==> src/rtl/ipmask_seq_if.sv <==
// rtl/ipmask_seq_if.sv - request, RNG and share-vector handshake bundle for ipmask_seq
//
// Parameter V : number of shares (>= 2).
// Signals:
//   in_valid/in_ready, S, L   secret request (S byte, public vector L, byte i at [8i+7:8i])
//   rnd_valid/rnd_ready, rnd  random byte stream from the RNG
//   out_valid/out_ready, R    share vector, R[i] at [8i+7:8i]
//   busy                      block is not idle
// Modports: slave = the masking block, master = the requester/RNG/consumer side.
interface ipmask_seq_if #(
    parameter int V = 8
) ();
    logic           in_valid;
    logic           in_ready;
    logic [7:0]     S;
    logic [V*8-1:0] L;
    logic           rnd_valid;
    logic           rnd_ready;
    logic [7:0]     rnd;
    logic           out_valid;
    logic           out_ready;
    logic [V*8-1:0] R;
    logic           busy;

    modport slave (
        input  in_valid, S, L, rnd_valid, rnd, out_ready,
        output in_ready, rnd_ready, out_valid, R, busy
    );

    modport master (
        output in_valid, S, L, rnd_valid, rnd, out_ready,
        input  in_ready, rnd_ready, out_valid, R, busy
    );
endinterface

==> src/rtl/ipmask_seq.sv <==
// rtl/ipmask_seq.sv - sequential inner-product masking controller with one shared GF(2^8) multiplier
//
// Ports:
//   clk    rising-edge clock
//   rst_n  asynchronous active-low reset
//   bus    ipmask_seq_if.slave (request in, RNG bytes in, share vector out, busy)
// Parameter V : number of shares (>= 2).
// Optional feature macro: IPMASK_ZEROIZE_EN - when defined, R, acc and the
// latched L vector are cleared on the output handshake.
//
// Shares satisfy S = R[0] ^ XOR_{i>=1} L[i]*R[i] in GF(2^8), L[0] taken as 1.
module ipmask_seq #(
    parameter int V = 8
) (
    input  logic         clk,
    input  logic         rst_n,
    ipmask_seq_if.slave  bus
);
    localparam int             IW   = $clog2(V);
    localparam logic [IW-1:0]  LAST = IW'(V - 1);

    typedef enum logic [1:0] {
        IDLE    = 2'd0,
        COLLECT = 2'd1,
        DONE    = 2'd2
    } state_t;

    // GF(2^8) multiply, modulus x^8+x^4+x^3+x+1
    function automatic logic [7:0] gmul8(input logic [7:0] a, input logic [7:0] b);
        logic [7:0] p;
        logic [7:0] x;
        p = 8'h00;
        x = a;
        for (int i = 0; i < 8; i++) begin
            if (b[i]) p = p ^ x;
            x = {x[6:0], 1'b0} ^ (x[7] ? 8'h1B : 8'h00);
        end
        return p;
    endfunction

    state_t            state;
    logic [7:0]        acc;
    logic [IW-1:0]     idx;
    logic [V-1:0][7:0] l_reg;
    logic [V-1:0][7:0] r_reg;
    logic              in_ready_q;
    logic              rnd_ready_q;
    logic              out_valid_q;
    logic              busy_q;
    logic [7:0]        prod;
    logic [7:0]        acc_next;

    // The single multiplier is shared across all share positions via idx
    assign prod     = gmul8(l_reg[idx], bus.rnd);
    assign acc_next = acc ^ prod;

    assign bus.in_ready  = in_ready_q;
    assign bus.rnd_ready = rnd_ready_q;
    assign bus.out_valid = out_valid_q;
    assign bus.busy      = busy_q;
    assign bus.R         = r_reg;

    always_ff @(posedge clk or negedge rst_n) begin
        if (!rst_n) begin
            state       <= IDLE;
            acc         <= 8'h00;
            idx         <= '0;
            l_reg       <= '0;
            r_reg       <= '0;
            in_ready_q  <= 1'b1;
            rnd_ready_q <= 1'b0;
            out_valid_q <= 1'b0;
            busy_q      <= 1'b0;
        end else begin
            case (state)
                IDLE: begin
                    // in_ready is high throughout IDLE, so in_valid alone completes the handshake
                    if (bus.in_valid) begin
                        l_reg       <= bus.L;
                        acc         <= bus.S;
                        idx         <= IW'(1);
                        state       <= COLLECT;
                        in_ready_q  <= 1'b0;
                        rnd_ready_q <= 1'b1;
                        busy_q      <= 1'b1;
                    end
                end
                COLLECT: begin
                    if (bus.rnd_valid) begin
                        r_reg[idx] <= bus.rnd;
                        acc        <= acc_next;
                        if (idx == LAST) begin
                            // The last product closes the sum; idx stays at V-1
                            r_reg[0]    <= acc_next;
                            state       <= DONE;
                            rnd_ready_q <= 1'b0;
                            out_valid_q <= 1'b1;
                        end else begin
                            idx <= idx + IW'(1);
                        end
                    end
                end
                DONE: begin
                    if (bus.out_ready) begin
                        state       <= IDLE;
                        out_valid_q <= 1'b0;
                        in_ready_q  <= 1'b1;
                        busy_q      <= 1'b0;
`ifdef IPMASK_ZEROIZE_EN
                        r_reg       <= '0;
                        acc         <= 8'h00;
                        l_reg       <= '0;
`else
                        // Share material is left in place until the next request overwrites it
`endif
                    end
                end
                default: begin
                    state       <= IDLE;
                    in_ready_q  <= 1'b1;
                    rnd_ready_q <= 1'b0;
                    out_valid_q <= 1'b0;
                    busy_q      <= 1'b0;
                end
            endcase
        end
    end
endmodule
==> src/flat_wrapper.sv <==
// flat-port wrapper written by rule: the top's interface ports become plain ports
module ipmask_seq_flat 
#(
    parameter int V = 8
)
  (clk, rst_n, bus_in_valid, bus_S, bus_L, bus_rnd_valid, bus_rnd, bus_out_ready, bus_in_ready, bus_rnd_ready, bus_out_valid, bus_R, bus_busy);
  ipmask_seq_if #(.V(V)) bus_i ();
  input  logic clk;
  input  logic rst_n;
  input wire logic [$bits(bus_i.in_valid)-1:0] bus_in_valid;
  input wire logic [$bits(bus_i.S)-1:0] bus_S;
  input wire logic [$bits(bus_i.L)-1:0] bus_L;
  input wire logic [$bits(bus_i.rnd_valid)-1:0] bus_rnd_valid;
  input wire logic [$bits(bus_i.rnd)-1:0] bus_rnd;
  input wire logic [$bits(bus_i.out_ready)-1:0] bus_out_ready;
  output wire logic [$bits(bus_i.in_ready)-1:0] bus_in_ready;
  output wire logic [$bits(bus_i.rnd_ready)-1:0] bus_rnd_ready;
  output wire logic [$bits(bus_i.out_valid)-1:0] bus_out_valid;
  output wire logic [$bits(bus_i.R)-1:0] bus_R;
  output wire logic [$bits(bus_i.busy)-1:0] bus_busy;
  assign bus_i.in_valid = bus_in_valid;
  assign bus_i.S = bus_S;
  assign bus_i.L = bus_L;
  assign bus_i.rnd_valid = bus_rnd_valid;
  assign bus_i.rnd = bus_rnd;
  assign bus_i.out_ready = bus_out_ready;
  assign bus_in_ready = bus_i.in_ready;
  assign bus_rnd_ready = bus_i.rnd_ready;
  assign bus_out_valid = bus_i.out_valid;
  assign bus_R = bus_i.R;
  assign bus_busy = bus_i.busy;
  ipmask_seq #(.V(V)) u_core (.clk(clk), .rst_n(rst_n), .bus(bus_i));
endmodule
==> config.mk <==
export PLATFORM = sky130hd
export DESIGN_NAME = ipmask_seq_flat
export DESIGN_NICKNAME = d
export VERILOG_FILES = /design/src/rtl/ipmask_seq_if.sv /design/src/rtl/ipmask_seq.sv /design/src/flat_wrapper.sv
export SDC_FILE = /design/constraint.sdc
export NUM_CORES = 1
export LEC_CHECK = 0
export BUFFER_PORTS_ARGS = -buffer_cell sky130_fd_sc_hd__buf_2
export CORE_ASPECT_RATIO = 1.1
export CORE_UTILIZATION = 56
export DETAILED_ROUTE_END_ITERATION = 6
export PLACE_DENSITY = 0.87
export SLEW_MARGIN = 10
export SYNTH_ARGS = -nofsm -noshare
export SYNTH_HDL_FRONTEND = slang
export SYNTH_SLANG_ARGS = --single-unit
export TNS_END_PERCENT = 5
==> constraint.sdc <==
create_clock -name clk -period 4.48 [get_ports clk]
set_input_delay 0 -clock clk [delete_from_list [all_inputs] [get_ports clk]]
set_output_delay 0 -clock clk [all_outputs]
set_load 0.01 [all_outputs]
**Yosys cells after proc, flatten, opt, wreduce, memory -nomap -nowiden**

Cells that the tools add are included.

- Magnitude comparators: 2
- Reductions and logical operators: 11
- $add $sub $neg: 1
- Multiplexer cells: 45
- Bitwise operators: 18
- Equal/unequal tests: 8

Operator list:

| kind | number |
|---|---|
| bitwise XOR 8 bit | 15 |
| two-way mux 8 bit | 13 |
| bitwise mux 64 bit | 1 |
| two-way mux 5 bit | 7 |
| binary-select mux 8 bit (select 3 bit) | 1 |
| demux 8 bit (select 3 bit) | 1 |
| one-hot mux 8 bit (2 select lines) | 1 |
| AND reduction 4 bit | 4 |
| one-hot mux 1 bit (3 select lines) | 4 |
| two-way mux 3 bit | 3 |
| two-way mux 1 bit | 8 |
| two-way mux 2 bit | 4 |
| inequality test 2 bit (second input constant) | 4 |
| one-hot mux 2 bit (3 select lines) | 1 |
| one-hot mux 3 bit (2 select lines) | 1 |
| AND reduction 3 bit | 2 |
| less-than comparator 3 x 4 -> 1 bit (second input constant) | 1 |
| AND reduction 2 bit | 2 |
| adder 3 x 1 -> 3 bit (second input constant) | 1 |
| equality test 3 bit (second input constant) | 1 |
| >= comparator 3 x 1 -> 1 bit (second input constant) | 1 |
| NOT 1 bit | 3 |
| equality test 2 x 1 -> 1 bit (second input constant) | 1 |
| equality test 2 bit (second input constant) | 1 |
| 4 further kinds | 4 |

- Word-level logic and storage cells: 108
- Output and inout bits: 68
- Flip-flop bits (word level): 145

**Depth between registers and ports, before layout**

- Depth after elaboration: 21
- Depth in mapped cells: 13
- Depth with buffers taken out: 9

**Worst setup path after synthesis**

OpenSTA, ideal clock, no wires.

- Path type: register to register
- Start: register u_core.idx[0]
- End: register u_core.r_reg (netlist bit u_core.bus.R[5])
- Data arrival time: 2.981 ns
- Path slack: 1.376 ns
- Buffers on the path: 2
- Stages on the path, launching flop included: 12
- Data required time: 4.357 ns
- Period minus slack after synthesis: 3.104 ns
- Cell sequence: dfrtp_1 > buf_6 > buf_12 > mux4_2 > mux2i_4 > xnor2_1 > xnor3_2 > nand2_1 > xnor2_1 > xnor3_1 > xnor2_1 > o221a_1

- Word-level cells in the longest chain between the ends: 19
- Elaborated cells between the ends (all ways): 39

RTL lines:

| what | line | source |
|---|---|---|
| from (decl) | ipmask_seq.sv:43 | `logic [IW-1:0] idx;` |
| from (signal assigned) | ipmask_seq.sv:99 | `idx <= idx + IW'(1);` |
| binary-select mux 8 bit (select 3 bit) | ipmask_seq.sv:54 | `assign prod = gmul8(l_reg[idx], bus.rnd);` |
| two-way mux 8 bit (implied by the code) | ipmask_seq.sv:54 |  |
| two-way mux 8 bit (tied with other cells) | ipmask_seq.sv:35 | `if (b[i]) p = p ^ x;` |
| bitwise XOR 8 bit, on equally long branches | ipmask_seq.sv:35, ipmask_seq.sv:36 |  |
| two-way mux 8 bit / bitwise XOR 8 bit (equally long branches) | ipmask_seq.sv:35, ipmask_seq.sv:36 |  |
| bitwise XOR 8 bit | ipmask_seq.sv:35 |  |
| two-way mux 8 bit | ipmask_seq.sv:35 |  |
| bitwise XOR 8 bit | ipmask_seq.sv:35 |  |
| (+3 left out) | n/a |  |
| bitwise XOR 8 bit | ipmask_seq.sv:35 |  |
| two-way mux 8 bit | ipmask_seq.sv:35 |  |
| bitwise XOR 8 bit | ipmask_seq.sv:35 |  |
| two-way mux 8 bit | ipmask_seq.sv:35 |  |
| bitwise XOR 8 bit | ipmask_seq.sv:35 |  |
| two-way mux 8 bit | ipmask_seq.sv:35 |  |
| bitwise XOR 8 bit | ipmask_seq.sv:55 | `assign acc_next = acc ^ prod;` |
| two-way mux 8 bit * | ipmask_seq.sv:92 | `if (idx == LAST) begin` |
| to (signal, indexed assignment) | ipmask_seq.sv:90 | `r_reg[idx] <= bus.rnd;` |
| to (decl) | ipmask_seq.sv:45 | `logic [V-1:0][7:0] r_reg;` |

Every way passes the cells marked *; elsewhere a longest branch is shown, timed or not. The select of a mux whose other input is x is not followed.
A chain may end at the register's enable or synchronous reset.

**Worst setup path after layout**

Ends and elaborated chain as after synthesis.

==> summary.txt <==
Run status
  • Status: finished clean

STA
  • Setup ws final: 0.655 ns
  • Least-Margin Pin Slew: 0.968 ns
  • Count of pins over their slew limit: 0
  • Max Fclk: 0.261 GHz
  • Setup violation total in the final timing report: 0
  • Post-route minimum period: 3.82 ns
  • Worst Skew: 0.0124 ns
  • Setup TNS: 0 ns
  • Worst rel slew slack: 35.5%
  • Hold Fails Final Rpt: 0
  • RSZ-0062 raised after global routing: false
  • Fin crit share: 85.4%

Finish
  • Register area: 3630 sq um
  • Multi-input logic area: 3840 sq um
  • Fill cell count: 907
  • Post-route insts no fill: 1,055
  • # nets final: 945
  • Synth-to-Final Area Change: 27.9%
  • Layout cell share with drive strength beyond 1: 36.7%

Route
  • Vias per inst: 5.69
  • Routed wire length: 21,600 um
  • DRC viols: 0
  • DR pass1 iterations: 5
  • WL/cell: 20.5 um
  • Vias: 6,001
  • First-iteration detailed-routing DRC count: 486
  • Antenna-violating nets left: 0

Clocking
  • Total CTS buffers: 17
  • Post-CTS Setup Bufs: 0
  • Clk pin slew, worst setup/hold paths: 0.06 ns
  • Clock Path Buffers: 2
  • H-tree depth: 4
  • Clock Sink Count: 145
  • CTS tree: yes
  • Clock latency on the worst-skew pair: 0.44 ns
  • Root Buffer: clkbuf_16
  • Post-CTS Resized: 0

Yosys
  • Adder-Cell Fraction of Synth Area: 0.325%
  • Net Count, Synth: 734
  • Post-Synthesis Cells: 647
  • Most frequent cells after synthesis: dfrtp_1 (144), mux2_2 (108), nand2_1 (68)
  • Most used flip-flop cell after synthesis: dfrtp_1
  • Cell taking the most area after synthesis: dfrtp_1
  • Mean Syn Cell Area: 11.9 sq um
  • YS warnings: 0
  • #FFs+latches synth: 145
  • Synthesized cell area: 7710 sq um
  • Cell with the most instances after synthesis: dfrtp_1
  • Simple logic cell fraction of the synthesized area: 8.52%
  • Sequential area share after synthesis: 47.1%
  • Compound-Gate Fraction of Synth Area: 6.92%
  • Synth top area share: 46.8%
  • Number of synthesized flops with an enable pin: 0
  • Count of different cell masters after synthesis: 56
  • Synth area leaders: dfrtp_1 (47%), mux2_2 (16%), xnor2_1 (6.5%)
  • Async set-reset flop share out of synthesis: 100%
  • Multiplexer share of the synthesized area: 22.1%
  • Largest family of logic cells by synthesized area: multiplexers
  • Xor/xnor share of the synthesized area: 11.8%

Place
  • Hpwl dp: 13,700 um
  • Placer Congestion: 0.924
  • Placed cells: 946
  • Dpl ws: 0.647 ns
  • Port buffer count: 152

Worst setup path
  • Critical Path Source Type: register
  • Crit-path slowest cell: dfrtp_2
  • Critical path's largest stage delay: 0.95 ns
  • R2R depth: 9
  • Most frequent CP cell: xnor2_1
  • WP depth: 9
  • Worst-path fanout max: 34
  • Critical Path RT: 4.80 ns
  • CP cell instances: mux4_2 > mux2i_4 > xnor2_1 > xnor3_2 > nand2_1 > xnor2_1 > xnor3_1 > xnor2_1 > o221a_1
  • Crit path buffers/inverters: 0
  • CP Data Arrival Time: 4.14 ns
  • CP Class: reg -> reg
  • Top delay family on crit path: XOR/XNOR gates
  • CP Capture Type: register

Floorplanning
  • Core area: 13,300 sq um
  • Die Ht: 125 um
  • Die width: 114 um
  • Ports: 153
  • Num rows: 44
  • Die area: 14,200 sq um
  • Initial Util: 57.8%

Global routing
  • First-pass GRT wire length: 34,500 um
  • Largest net degree at the start of global routing: 91
  • Total congestion overflow: 0
  • Initial antenna violation count: 1
  • Gr usage total: 32.6%
  • Vias in the first global route: 6,513

Run
  • Max Cap Viol: 0

Hold path
  • Worst hold-check path type: in -> reg
  • Hold depth: 2
-- metal layers --
metal / wire length, um / global-route usage (%)
met1: 8060 / 36.6
met2: 11100 / 56.5
met3: 1370 / 6.74
met4: 1140 / 20.4
met5: 0 / 0
-- kinds of logic after synthesis --
logic type	Yosys count
AOI/OAI and AO/OA	82
muxes	140
xor gates and xnor gates	81
adders and majority gates	2
DFF	145
buffers and inverters	50
and+or+nand+nor	147
-- cell type report --
class	instances	area share, %
diodes	1	0.0254
multi-input cells	452	39.0
repair buffers	234	16.0
well taps	184	2.34
flip-flops and latches	145	36.8
clock inverters	9	0.850
clock buffers	22	4.71
inverters	8	0.305
-- timing repair --
item                                    CTS  global route
hold buffers                             77             0
endpoints found under the hold margin   169             0
endpoints found under the setup margin    0             0
-- per-stage QoR --
step | hold slack (ns) | util [%] | cell area [sq um]
after floorplan | -0.296 | - | 7710
after global placement | 0.101 | 64.1 | 8540
after detailed placement | 0.121 | 64.1 | 8540
after CTS | 0.00310 | 74.0 | 9850
after global routing | 0.0268 | 74.0 | 9860
final | 0.0443 | 74.0 | 9860
-- path summary, 6_finish.rpt --
kind	slack [ns]	start	endpoint
worst min-delay path	0.04	bus_rnd[0]	u_core.bus.R[40]
min in group asynchronous	0.22	rst_n	u_core.bus.R[34]
max in group asynchronous	3.05	rst_n	u_core.l_reg[10]
worst min register to register	0.47	u_core.bus.R[33]	u_core.bus.R[33]
worst max register to register	0.66	u_core.idx[0]	u_core.bus.R[5]
worst max-delay path	0.66	u_core.idx[0]	u_core.bus.R[5]
-- layout by cell type (no fill, tap or decap), types with 4 or more instances in the layout --
cell type and count:
xnor2_1 57, inv_1 7, clkinvlp_4 4, o22a_1 8, xnor3_1 10, nand2b_1 7
mux2i_1 17, and3_1 9, buf_2 151, nand3_1 8, nand2_1 68, o22ai_1 9
dlygate4sd3_1 77, dfrtp_1 143, nor2_1 37, mux4_2 10, nor2b_1 4, clkbuf_16 17
and2_1 4, buf_4 5, mux2_2 108, xor2_1 9, o21ai_1 4, a21oi_1 15
a22oi_1 4, o21ai_0 23
Power is not shown: default switching activity piles up to over one toggle a cycle in this logic, so the estimate is an artifact.
